**src/rtl/serial_arith_pkg.sv**
```systemverilog
// Shared types and helpers for the bit-serial arithmetic blocks.
// Holds the controller state encoding and the bit-counter sizing rule.
package serial_arith_pkg;

    typedef enum logic [1:0] {
        IDLE,
        SHIFT,
        DONE
    } state_t;

    // A 1-bit operand still needs a 1-bit counter, so $clog2 is clamped at 1.
    function automatic int cntWidth(input int width);
        int w;
        w = $clog2(width);
        return (w < 1) ? 1 : w;
    endfunction

endpackage

```
**src/rtl/full_subtractor.sv**
```systemverilog
// Single-bit full subtractor cell: x - y - bin.
// Standalone so the gate-level version can be checked against it in isolation.
module full_subtractor (
    input  logic x,
    input  logic y,
    input  logic bin,
    output logic diff,
    output logic bout
);

    assign diff = x ^ y ^ bin;
    assign bout = (~x & y) | (~(x ^ y) & bin);

endmodule

```
**src/rtl/serial_subtractor.sv**
```systemverilog
// Bit-serial LSB-first subtractor: diff = a - b - bin over WIDTH cycles using one
// full-subtractor cell and a borrow register, with a start/done handshake.
module serial_subtractor
    import serial_arith_pkg::*;
#(
    parameter int WIDTH = 8
) (
    input  logic             clk,
    input  logic             rst_n,
    input  logic             start,
    input  logic [WIDTH-1:0] a,
    input  logic [WIDTH-1:0] b,
    input  logic             bin,
    output logic             busy,
    output logic             done,
    output logic [WIDTH-1:0] diff,
    output logic             bout
);

    localparam int            CW   = cntWidth(WIDTH);
    localparam logic [CW-1:0] LAST = CW'(WIDTH - 1);

    state_t           state_q, state_d;
    logic [WIDTH-1:0] aSh_q, aSh_d;
    logic [WIDTH-1:0] bSh_q, bSh_d;
    logic [WIDTH-1:0] diff_q, diff_d;
    logic [CW-1:0]    cnt_q, cnt_d;
    logic             borrow_q, borrow_d;
    logic             bout_q, bout_d;
    logic             armed_q;
    logic             cellDiff;
    logic             cellBout;
    logic             accept;
    logic [WIDTH-1:0] diffShifted;

    full_subtractor uCell (
        .x    (aSh_q[0]),
        .y    (bSh_q[0]),
        .bin  (borrow_q),
        .diff (cellDiff),
        .bout (cellBout)
    );

    if (WIDTH == 1) begin : gNarrow
        assign diffShifted = cellDiff;
    end else begin : gWide
        assign diffShifted = {cellDiff, diff_q[WIDTH-1:1]};
    end

    // armed_q stays low for the first edge after reset release, so a start
    // coinciding with deassertion is dropped.
    assign accept = armed_q & start & ((state_q == IDLE) || (state_q == DONE));

    always_comb begin
        state_d  = state_q;
        aSh_d    = aSh_q;
        bSh_d    = bSh_q;
        diff_d   = diff_q;
        cnt_d    = cnt_q;
        borrow_d = borrow_q;
        bout_d   = bout_q;
        case (state_q)
            IDLE, DONE: begin
                if (accept) begin
                    aSh_d    = a;
                    bSh_d    = b;
                    borrow_d = bin;
                    cnt_d    = '0;
                    state_d  = SHIFT;
                end else begin
                    state_d  = IDLE;
                end
            end
            SHIFT: begin
                aSh_d    = aSh_q >> 1;
                bSh_d    = bSh_q >> 1;
                borrow_d = cellBout;
                diff_d   = diffShifted;
                cnt_d    = cnt_q + CW'(1);
                if (cnt_q == LAST) begin
                    bout_d  = cellBout;
                    state_d = DONE;
                end
            end
            default: state_d = IDLE;
        endcase
    end

    always_ff @(posedge clk or negedge rst_n) begin
        if (!rst_n) begin
            state_q  <= IDLE;
            aSh_q    <= '0;
            bSh_q    <= '0;
            diff_q   <= '0;
            cnt_q    <= '0;
            borrow_q <= 1'b0;
            bout_q   <= 1'b0;
            armed_q  <= 1'b0;
        end else begin
            state_q  <= state_d;
            aSh_q    <= aSh_d;
            bSh_q    <= bSh_d;
            diff_q   <= diff_d;
            cnt_q    <= cnt_d;
            borrow_q <= borrow_d;
            bout_q   <= bout_d;
            armed_q  <= 1'b1;
        end
    end

    assign busy = (state_q == SHIFT);
    assign done = (state_q == DONE);
    assign diff = diff_q;
    assign bout = bout_q;

endmodule

```
**config.mk**
```make
export PLATFORM = sky130hd
export DESIGN_NAME = serial_subtractor
export DESIGN_NICKNAME = d
export VERILOG_FILES = /design/src/rtl/serial_arith_pkg.sv /design/src/rtl/full_subtractor.sv /design/src/rtl/serial_subtractor.sv
export SDC_FILE = /design/constraint.sdc
export NUM_CORES = 1
export LEC_CHECK = 0
export CORE_ASPECT_RATIO = 2
export CORE_MARGIN = 3
export CORE_UTILIZATION = 50
export DETAILED_ROUTE_END_ITERATION = 10
export GPL_TIMING_DRIVEN = 0
export HOLD_SLACK_MARGIN = 0.15
export PLACE_DENSITY_LB_ADDON = 0.05
export SKIP_LAST_GASP = 1
export SYNTH_ARGS = -nofsm -noshare
export SYNTH_HDL_FRONTEND = slang
export SYNTH_SLANG_ARGS = --single-unit
```
**constraint.sdc**
```tcl
create_clock -name clk -period 2.2 [get_ports clk]
set_input_delay 0.44 -clock clk [delete_from_list [all_inputs] [get_ports clk]]
set_output_delay 0.44 -clock clk [all_outputs]
set_load 0.03 [all_outputs]
```
After elaboration in Yosys (flattened, before gate mapping)
Cells that the tools add are included.
- add/subtract/negate cells: 1
- equal/unequal tests: 5
- multiplexer cells: 11
- bitwise operators: 9
- reduce and logical (&&, ||, !) cells: 6
- operators with widths (operator ; number):
    one-hot mux 8 bit (2 select lines) ; 2
    2-to-1 mux 8 bit ; 2
    one-hot mux 3 bit (2 select lines) ; 1
    AND 1 bit ; 4
    one-hot mux 2 bit (2 select lines) ; 1
    AND reduction 2 bit ; 2
    adder 3 x 1 -> 3 bit, second input constant ; 1
    == test 3 bit, second input constant ; 1
    2-to-1 mux 3 bit ; 1
    == test 2 x 1 -> 1 bit, second input constant ; 1
    == test 2 bit, second input constant ; 1
    logical NOT 2 bit ; 1
    2-to-1 mux 1 bit ; 2
    2-to-1 mux 2 bit ; 1
    != test 2 x 1 -> 1 bit, second input constant ; 1
    != test 2 bit, second input constant ; 1
    inverter 1 bit ; 2
    one-hot mux 1 bit (2 select lines) ; 1
    nonzero test 2 bit ; 1
    OR reduction 2 bit ; 1
    bitwise XOR 1 bit ; 2
    logical OR 1 bit ; 1
    OR 1 bit ; 1
- register bits after elaboration: 32
- bits of input ports: 20

Depth between registers and ports, before layout
Gate-level depths: netlist (run 1).
- depth in word-level cells: 5
- depth in mapped cells: 6

Cells and area by module
A second synthesis (run 1) with hierarchy kept.
- cells, all modules: 155
- area total of the unflattened synthesis: 1547.7 µm²
- modules (own cells, without submodules) (module ; instances ; cells an instance ; area each (µm²)):
    serial_subtractor ; 1 ; 151 ; 1516.5
    full_subtractor ; 1 ; 4 ; 31.3

Worst setup path after synthesis (run 1)
Ideal clock, no wire load.
- path type: reg2out
- from: register state_q[1]
- to: output done
- arrival: 1130 ps
- data required time: 1760 ps
- setup slack: 630 ps
- cell stages (with the launch flop): 4
- buffers on the path: 2
- cell sequence: dfrtp_1 > buf_6 > buf_4 > nor2b_1
- longest elaborated chain between the ends: 1
- RTL lines (item ; line ; RTL):
    from (decl) ; serial_subtractor.sv:23 ; state_t state_q, state_d;
    from (signal assigned) ; serial_subtractor.sv:100 ; state_q <= state_d;
    == test 2 bit ; serial_subtractor.sv:112 ; assign done = (state_q == DONE);
    to (decl) ; serial_subtractor.sv:15 ; output logic done,
No other way between the ends.

Final worst setup path (run 1)
- from: register state_q[1]
- to: output busy
- longest elaborated chain between the ends: 1
- RTL lines (item ; line ; RTL):
    == test 2 x 1 -> 1 bit ; serial_subtractor.sv:111 ; assign busy = (state_q == SHIFT);
    to (decl) ; serial_subtractor.sv:14 ; output logic busy,
No other way between the ends.

==> run summary, run 1 <==
status: complete, no violations
global route total overflow: 0
RSZ-0062 raised after global routing: no
Placement Rows: 28
layout cells sized above 1: 15.31%
Initial Utilization: 53.32%
simple-gate share of the synthesized area: 18.46%
syn avg cell area: 10.17 µm²
CP Launch Type: register
top-area cell type share of the netlist area: 49.84%
Clock Tree Root: clkbuf_8
Slew HR: 53.66%
die area: 3970 µm²
Compound-Gate Fraction of Synth Area: 13.86%
Pleak: 0.9581 nW
Max Cap Viol: 0
Max Root-Sink Buffers: 2
setup violators final: 0
CP Max Fanout: 10
Hold Buf Count CTS: 0
Seq/Total Area, Yosys: 49.84%
DP HPWL: 2.563 mm
PortBufs: 30
worst slew pin tran: 0.6929 ns
CTS tree: yes
top cells by area, synth: dfrtp_1 50%, mux2i_1 8.7%, nand2_1 6.8%, a211oi_1 6.5%, a21oi_1 5.0%
first-pass GRT wire length: 5.968 mm
fin crit share: 93.83%
Hold Path Class: reg -> reg
CP required: 1.76 ns
First-pass DRT Iterations: 4
nets@finish: 219
Cell Count, Final, Fillers Out: 226
fin worst setup slack: 0.1357 ns
largest net degree at the start of global routing: 21
Yosys reg bits: 32
final-report max-slew violation count: 0
Synth warnings: 0
initial antenna violation count: 0
EDFF count, synth: 0
DRC violations left: 0
Die Span Y: 86.16 µm
# H-tree levels: 2
vias in the first global route: 1,340
cell with the most instances after synthesis: dfrtp_1
Final TNS setup: 0 ns
PwrDens: 1339 nW/µm²
adder and majority gate portion of the synthesized area: 2.804%
Cells after Synth: 158
worst slack at placement: 0.1515 ns
largest family of logic cells by synthesized area: simple AND/OR/NAND/NOR gates
crit path time final: 2.064 ns
gp weighted congestion: 0.8037
Fmax: 484.4 MHz
dpl cells: 219
IO Pins: 31
post-synthesis cell type count: 25
XOR/XNOR Fraction of Synth Area: 0%
asr flop ratio synth: 100.0%
gr usage total: 20.55%
synth cell count leaders: 32 x dfrtp_1, 29 x nand2_1, 16 x a21oi_1
reg2reg setup slack: 0.91 ns
Syn Std Cell Area: 1607 µm²
Placeable Area: 3013 µm²
Post-CTS Setup Repair Bufs: 0
WL per Instance: 15.30 µm
vias post-DR: 1,269
n_diodes: 0
Die W: 46.08 µm
Peak VDD IR: 0.0008675 V
worst skew pair latency: 0.28 ns
endpoints failing hold: 0
CP endpoint kind: output port
Main synth FF type: dfrtp_1
Worst-path clk slew: 0.06 ns
CP Class: reg -> out
CTS buffer count: 5
Iteration-0 DRC Markers: 29
Yosys top cell by area: dfrtp_1
mux cell area share after synthesis: 8.723%
Syn Nets: 181
clock skew: 0.005313 ns
total detailed-routing wirelength: 3.457 mm
DR vias/cell: 5.615
Antenna Nets Post-Route: 0
Area growth syn-to-layout: 28.58%
Final Core Density: 68.56%
Clock Sinks: 32
Data arrival, critical path: 1.62 ns
-- layout by cell type (no fill, tap or decap) --
master | synthesis | layout
a211oi_1 | 14 | 14
a211oi_2 | 1 | 1
a21oi_1 | 16 | 16
and3_1 | 6 | 6
and3_2 | 9 | 9
buf_1 | 1 | 1
buf_16 | 0 | 1
buf_2 | 3 | 3
buf_4 | 4 | 4
buf_6 | 2 | 2
clkbuf_1 | 1 | 1
clkbuf_8 | 0 | 7
clkdlybuf4s50_1 | 0 | 28
conb_1 | 1 | 1
dfrtp_1 | 32 | 32
dlygate4sd2_1 | 0 | 2
fa_1 | 1 | 1
ha_1 | 2 | 2
inv_1 | 6 | 6
mux2i_1 | 14 | 14
nand2_1 | 29 | 29
nand2_2 | 1 | 1
nand2b_4 | 1 | 1
nand3_1 | 5 | 5
nand3b_1 | 1 | 1
nand3b_4 | 1 | 1
nor2_1 | 1 | 1
nor2b_1 | 1 | 1
o21ai_0 | 5 | 5
-- where the power goes --
| group | internal [mW] | switching [mW] | total (mW) |
|---|---|---|---|
| clock | 0.278 | 0.209 | 0.488 |
| combinational | 0.524 | 0.705 | 1.23 |
| sequential | 0.859 | 0.190 | 1.05 |
-- metrics by stage --
step	total power [mW]	hold WS, ns	cell area [µm²]
floorplan	1.871	0.1444	1607
global placement	2.234	0.4637	1944
detailed placement	2.312	0.4696	1972
CTS	2.808	0.4856	2066
global route	2.995	0.5199	2066
finish	2.766	0.4871	2066
-- per-layer routing --
metal / vias up / routed length [µm] / global-route usage (%)
met3: 5 / 136 / 3.782
met2: 29 / 1921 / 36.06
met1: 609 / 1342 / 23.15
met4: 0 / 57 / 7.772
li1: 626 / - / -
met5: - / 0 / 0
-- registers in the layout, summed over array words and instances, names as in the netlist --
signal,flops
bSh_q,8
diff,8
armed_q,1
bout,1
borrow_q,1
cnt_q,3
aSh_q,8
state_q,2
-- cells by family after synthesis --
family	after synthesis
flops	32
fa+ha+maj	3
mux	14
buf+inv	17
simple gates	55
other cells	1
compound gates	36
-- repair_timing --
item,4_1_cts,5_1_grt
endpoints found under the setup margin,2,0
endpoints found under the hold margin,0,0
resized for setup,2,0
-- critical path, stage by stage, from the launching register on --
cell and delay [ns]:
dfrtp_1 0.37, buf_6 0.15, nand2b_4 0.17, inv_1 0.08
buf_4 0.16, dlygate4sd2_1 0.41
-- layout make-up --
| cell class | instances | area [µm²] |
|---|---|---|
| inverter | 6 | 22.52 |
| tap | 30 | 37.54 |
| clock buffer | 7 | 96.34 |
| sequential | 32 | 800.8 |
| buffer | 11 | 75.07 |
| fill | 257 | 947.2 |
| multi-input combinational | 109 | 708.2 |
| timing repair buffer | 31 | 325.3 |
-- final timing paths --
| path | startpoint | endpoint | depth (start not counted) |
|---|---|---|---|
| worst max register to register | armed_q | bSh_q[5] | 4 |
| worst min register to register | diff[0] | diff[0] | 2 |
| worst min-delay path | diff[0] | diff[0] | 2 |
| worst max-delay path | state_q[1] | busy | 5 |
| min in group asynchronous | rst_n | bSh_q[3] | 1 |
| max in group asynchronous | rst_n | diff[3] | 2 |
No activity file was read; power rests on OpenSTA's default activity.
==> run 2: changes to the inputs <==
- CAP_MARGIN: default -> 20
==> run 2 against run 1 <==
  * First-iteration DRC count unchanged
  * Routed wire length is the same
  * Die area is the same
  * Register-to-register slack about the same
  * Power stayed put
  * Clock power about the same
  * Sequential share of layout area unchanged
  * Critical path depth unchanged
  * Maximum frequency did not move
  * Hold slack unchanged
  * Critical endpoint unchanged
==> run summary, run 2 (synthesis results as in run 1) <==
status: complete, no violations
Hold Path Class: reg -> reg
CTS buffer count: 5 (unchanged)
Post-CTS Setup Repair Bufs: 0 (unchanged)
RSZ-0062 raised after global routing: no
crit-path cells: buf_6, nand2b_4, inv_1, buf_4, dlygate4sd2_1
DP HPWL: 2.563 mm (unchanged)
Hold Buf Count CTS: 0 (unchanged)
Die Span Y: 86.16 µm (unchanged)
largest net degree at the start of global routing: 21 (unchanged)
flip-flop and latch area: 800.8 µm² (unchanged)
DRC violations left: 0 (unchanged)
CP Class: reg -> out
# H-tree levels: 2 (unchanged)
Cell Area, Placed: 1972 µm² (unchanged)
gr usage total: 20.55% (unchanged)
final-report max-slew violation count: 0 (unchanged)
Iteration-0 DRC Markers: 29 (unchanged)
fin crit share: 93.83% (unchanged)
CP Launch Type: register
crit path buf inv count: 4 (unchanged)
Max Cap Viol: 0 (unchanged)
Placement Rows: 28 (unchanged)
IO Pins: 31 (unchanged)
Worst-path clk slew: 0.06 ns (about the same)
CP endpoint kind: output port
PortBufs: 30 (unchanged)
worst slew pin tran: 0.6929 ns (unchanged)
n_diodes: 0 (unchanged)
Initial Utilization: 53.32% (unchanged)
initial antenna violation count: 0 (unchanged)
post-cts sizing count: 2 (unchanged)
multi-input logic area: 708.2 µm² (unchanged)
worst slack at placement: 0.1515 ns (unchanged)
Clock Sinks: 32 (unchanged)
total power draw: 2.766 mW (unchanged)
vias in the first global route: 1,340 (unchanged)
first-pass GRT wire length: 5.968 mm (unchanged)
Top Family by Delay on Critical Path: buffers and inverters
worst skew pair latency: 0.28 ns (about the same)
CP required: 1.76 ns (about the same)
most common cell after layout, fill and taps aside: dfrtp_1
Slew HR: 53.66% (unchanged)
CP Max Fanout: 10 (unchanged)
Reg power frac: 37.9% (about the same)
dpl cells: 219 (unchanged)
setup violators final: 0 (unchanged)
max incr delay on CP: 0.41 ns (about the same)
gp weighted congestion: 0.8037 (unchanged)
post-route cell area: 2066 µm² (unchanged)
Comb pwr share: 44.4% (about the same)
Placeable Area: 3013 µm² (unchanged)
Clock Tree Root: clkbuf_8
Data arrival, critical path: 1.62 ns (about the same)
Final TNS setup: 0 ns (unchanged)
Clk pwr share: 17.6% (about the same)
Pleak: 0.9581 nW (unchanged)
Sw Pwr: 1.105 mW (unchanged)
WL per Instance: 15.30 µm (unchanged)
Die W: 46.08 µm (unchanged)
commonest non-fill, non-tap cells in the layout: 32 x dfrtp_1, 29 x nand2_1, 28 x clkdlybuf4s50_1, 16 x a21oi_1
global route total overflow: 0 (unchanged)
Antenna Nets Post-Route: 0 (unchanged)
CP max-delay cell: dlygate4sd2_1
layout cells sized above 1: 15.31% (unchanged)
clock skew: 0.005313 ns (unchanged)
fin worst setup slack: 0.1357 ns (unchanged)
worst hold slack: 0.4871 ns (unchanged)
First-pass DRT Iterations: 4 (unchanged)
Cell Count, Final, Fillers Out: 226 (unchanged)
total detailed-routing wirelength: 3.457 mm (unchanged)
Int Pwr: 1.661 mW (unchanged)
Final Core Density: 68.56% (unchanged)
Max Root-Sink Buffers: 2 (unchanged)
fill count: 257 (unchanged)
switching share of power: 39.95% (unchanged)
Area growth syn-to-layout: 28.58% (unchanged)
nets@finish: 219 (unchanged)
CTS tree: yes
die area: 3970 µm² (unchanged)
Peak VDD IR: 0.0008675 V (unchanged)
Fmax: 484.4 MHz (unchanged)
crit path time final: 2.064 ns (unchanged)
endpoints failing hold: 0 (unchanged)
vias post-DR: 1,269 (unchanged)
PwrDens: 1339 nW/µm² (unchanged)
DR vias/cell: 5.615 (unchanged)
==> run 2: cell counts in the layout (fill, tap and decap cells not counted) <==
Identical to the previous run, type by type.
==> run 2: final timing paths <==
kind | endpoint | slack, ns | cells after the start | start
min in group asynchronous | bSh_q[3] | 0.57 | 1 | rst_n
hold reg to reg | diff[0] | 0.49 | 2 | diff[0]
max in group asynchronous | diff[3] | 1.08 | 2 | rst_n
setup / recovery | busy | 0.14 | 5 | state_q[1]
hold / removal | diff[0] | 0.49 | 2 | diff[0]
setup reg to reg | bSh_q[5] | 0.91 | 4 | armed_q
==> run 2: cell type report <==
| type | instances | share of cell area [%] |
|---|---|---|
| inverters | 6 | 1.090 |
| repair buffers | 31 | 15.75 |
| multi-input cells | 109 | 34.28 |
| well taps | 30 | 1.817 |
| flip-flops and latches | 32 | 38.76 |
| clock buffers | 7 | 4.664 |
| plain buffers | 11 | 3.634 |
==> run 2: routing by layer <==
layer	up-vias	GRT usage, %	wire length (µm)
met2	29	36.06	1921
met5	-	0	0
li1	626	-	-
met3	5	3.782	136
met4	0	7.772	57
met1	609	23.15	1342
==> run 2: power groups by stage <==
stage	logic, mW	clock network, mW	registers (mW)
6_report	1.23	0.488	1.05
5_1_grt	1.38	0.522	1.09
4_1_cts	1.25	0.503	1.05
3_5_place_dp	1.25	0	1.06
3_3_place_gp	1.19	0	1.04
2_1_floorplan	0.716	0	1.16
==> run 2: worst register-to-register path: stages, from the launching register on <==
cell	delay [ns]
dfrtp_1	0.45
buf_4	0.21
and3_2	0.20
a211oi_1	0.22
a21oi_1	0.07
==> run 3: changes to the inputs <==
- CORE_UTILIZATION: 50 -> 46
- clock period: 2.2 -> 1.67 ns (I/O delays scaled with it)
==> run 3 against run 2 <==
  * Sequential power is 31% higher
  * Combinational power rose by 34%
  * Count of clock-buffer cells in the layout did not move
  * Critical path depth stayed put
  * Core utilization fell by 4.8 points
  * Via count rose by 0.39%
==> run summary, run 3 (synthesis results as in run 1) <==
First-pass DRT Iterations: 4 (unchanged)
DR vias/cell: 5.515 (-1.8%)
gr usage total: 19.46% (-1.1 points)
reg2reg setup slack: 0.34 ns (-0.57 ns)
fin crit share: 95.35%
vias post-DR: 1,274 (+0.39%)
CP required: 1.34 ns (-0.42 ns)
DRC violations left: 0 (unchanged)
PortBufs: 30 (unchanged)
Slew HR: 52.78% (-0.88 points)
final-report max-slew violation count: 0 (unchanged)
IO Pins: 31 (unchanged)
endpoints failing hold: 0 (unchanged)
Cell Area, Placed: 1941 µm² (-1.6%)
status: complete, no violations
CTS buffer count: 5 (unchanged)
worst slack at placement: -0.2608 ns (-0.4123 ns)
Hold Crit Depth: 2 (unchanged)
CP endpoint kind: output port
Hold Path Class: reg -> reg
Peak VDD IR: 0.001329 V (+53%)
setup violators final: 0 (unchanged)
WL per Instance: 15.53 µm (+1.5%)
PwrDens: 1760 nW/µm² (+31%)
crit path time final: 1.592 ns
global route total overflow: 0 (unchanged)
CP Launch Type: register
Clock Tree Root: clkbuf_8
Pleak: 1.019 nW (+6.4%)
gp weighted congestion: 0.7508 (-6.6%)
hold_sp: bout
first-pass GRT wire length: 5.851 mm (-2.0%)
RSZ-0062 raised after global routing: no
Worst-path clk slew: 0.06 ns (about the same)
nets@finish: 223 (+1.8%)
worst slew pin tran: 0.7083 ns (+0.01540 ns)
initial antenna violation count: 0 (unchanged)
Final Core Density: 63.79% (-4.8 points)
most common cell after layout, fill and taps aside: dfrtp_1
Fmax: 628.0 MHz
layout cells sized above 1: 18.00% (+2.7 points)
fill count: 284 (+11%)
Iteration-0 DRC Markers: 24 (-17%)
Initial Utilization: 49.20% (-4.1 points)
Clock Sinks: 32 (unchanged)
commonest non-fill, non-tap cells in the layout: 32 x dfrtp_1, 29 x nand2_1, 18 x clkdlybuf4s50_1, 16 x a21oi_1
# H-tree levels: 2 (unchanged)
reg-to-reg startpoint: armed_q
Max Root-Sink Buffers: 2 (unchanged)
fin worst setup slack: 0.07769 ns (-0.05801 ns)
Data arrival, critical path: 1.26 ns (-0.36 ns)
vias in the first global route: 1,319 (-1.6%)
Die Span Y: 89.58 µm (+4.0%)
CP Max Fanout: 7 (-3)
total detailed-routing wirelength: 3.587 mm (+3.8%)
post-route cell area: 2083 µm² (+0.85%)
Critical Path Source: state_q[1]
total power draw: 3.666 mW (+33%)
Max Cap Viol: 0 (unchanged)
Area growth syn-to-layout: 29.67%
Placement Rows: 29 (+3.6%)
worst skew pair latency: 0.28 ns (about the same)
largest net degree at the start of global routing: 33 (+57%)
reg2reg path depth: 4 (unchanged)
CTS tree: yes
CP Class: reg -> out
n_diodes: 0 (unchanged)
Antenna Nets Post-Route: 0 (unchanged)
Final TNS setup: 0 ns (unchanged)
Die W: 47.79 µm (+3.7%)
clock skew: 0.006670 ns (+0.001356 ns)
DP HPWL: 2.527 mm (-1.4%)
Placeable Area: 3266 µm² (+8.4%)
die area: 4281 µm² (+7.8%)
run 3: cell count changes in the layout (fill, tap and decap cells not counted), sizes merged:
cell	delta
buf	+6
dlygate4sd2	+5
dlygate4sd3	+1
dlymetal6s2s	+2
clkdlybuf4s50	-10
run 3: critical path, cell delays in order, from the launching register on:
cell      delay, ns
dfrtp_1        0.37
buf_6          0.13
nand2b_4       0.16
inv_1          0.09
buf_6          0.11
buf_6          0.12
run 3: layout make-up:
cell class / instances / area (µm²) / share of cell area, %
Multi-Input combinational cell: 109 / 708.2 / 33.99
Buffer: 11 / 86.33 / 4.144
Timing Repair Buffer: 35 / 330.3 / 15.86
Tap cell: 31 / 38.79 / 1.862
Sequential cell: 32 / 800.8 / 38.44
Inverter: 6 / 22.52 / 1.081
Clock buffer: 7 / 96.34 / 4.625
run 3: path summary, 6_finish.rpt:
kind | end
worst max-delay path | busy
worst min-delay path | bout
worst max register to register | bSh_q[5]
worst min register to register | bout
max in group asynchronous | cnt_q[2]
min in group asynchronous | bSh_q[2]
run 3: power by group:
part	internal, mW	switching (mW)	leakage, nW
clock network	0.367	0.265	0.0503
logic	0.704	0.951	0.582
registers	1.13	0.249	0.387
run 3: timing repair:
item,in CTS,in global routing
hold endpoints to repair,32,0
hold buffers,1,0
setup endpoints to repair,9,4
buffers inserted,0,4
pin swaps,0,0
resized for setup,19,7
run 3: per-layer routing:
metal | global-route usage, % | part of all wire (%)
met1 | 22.05 | 40
met2 | 32.93 | 55
met3 | 3.593 | 3.1
met4 | 10.05 | 2.4
met5 | 0 | 0
run 3: stage by stage:
step                hold slack, ns  cells
finish                      0.4851    231
CTS                         0.4929    227
detailed placement          0.4273    219
global placement            0.4608    219
global route                0.5132    231
floorplan                  0.03841    158
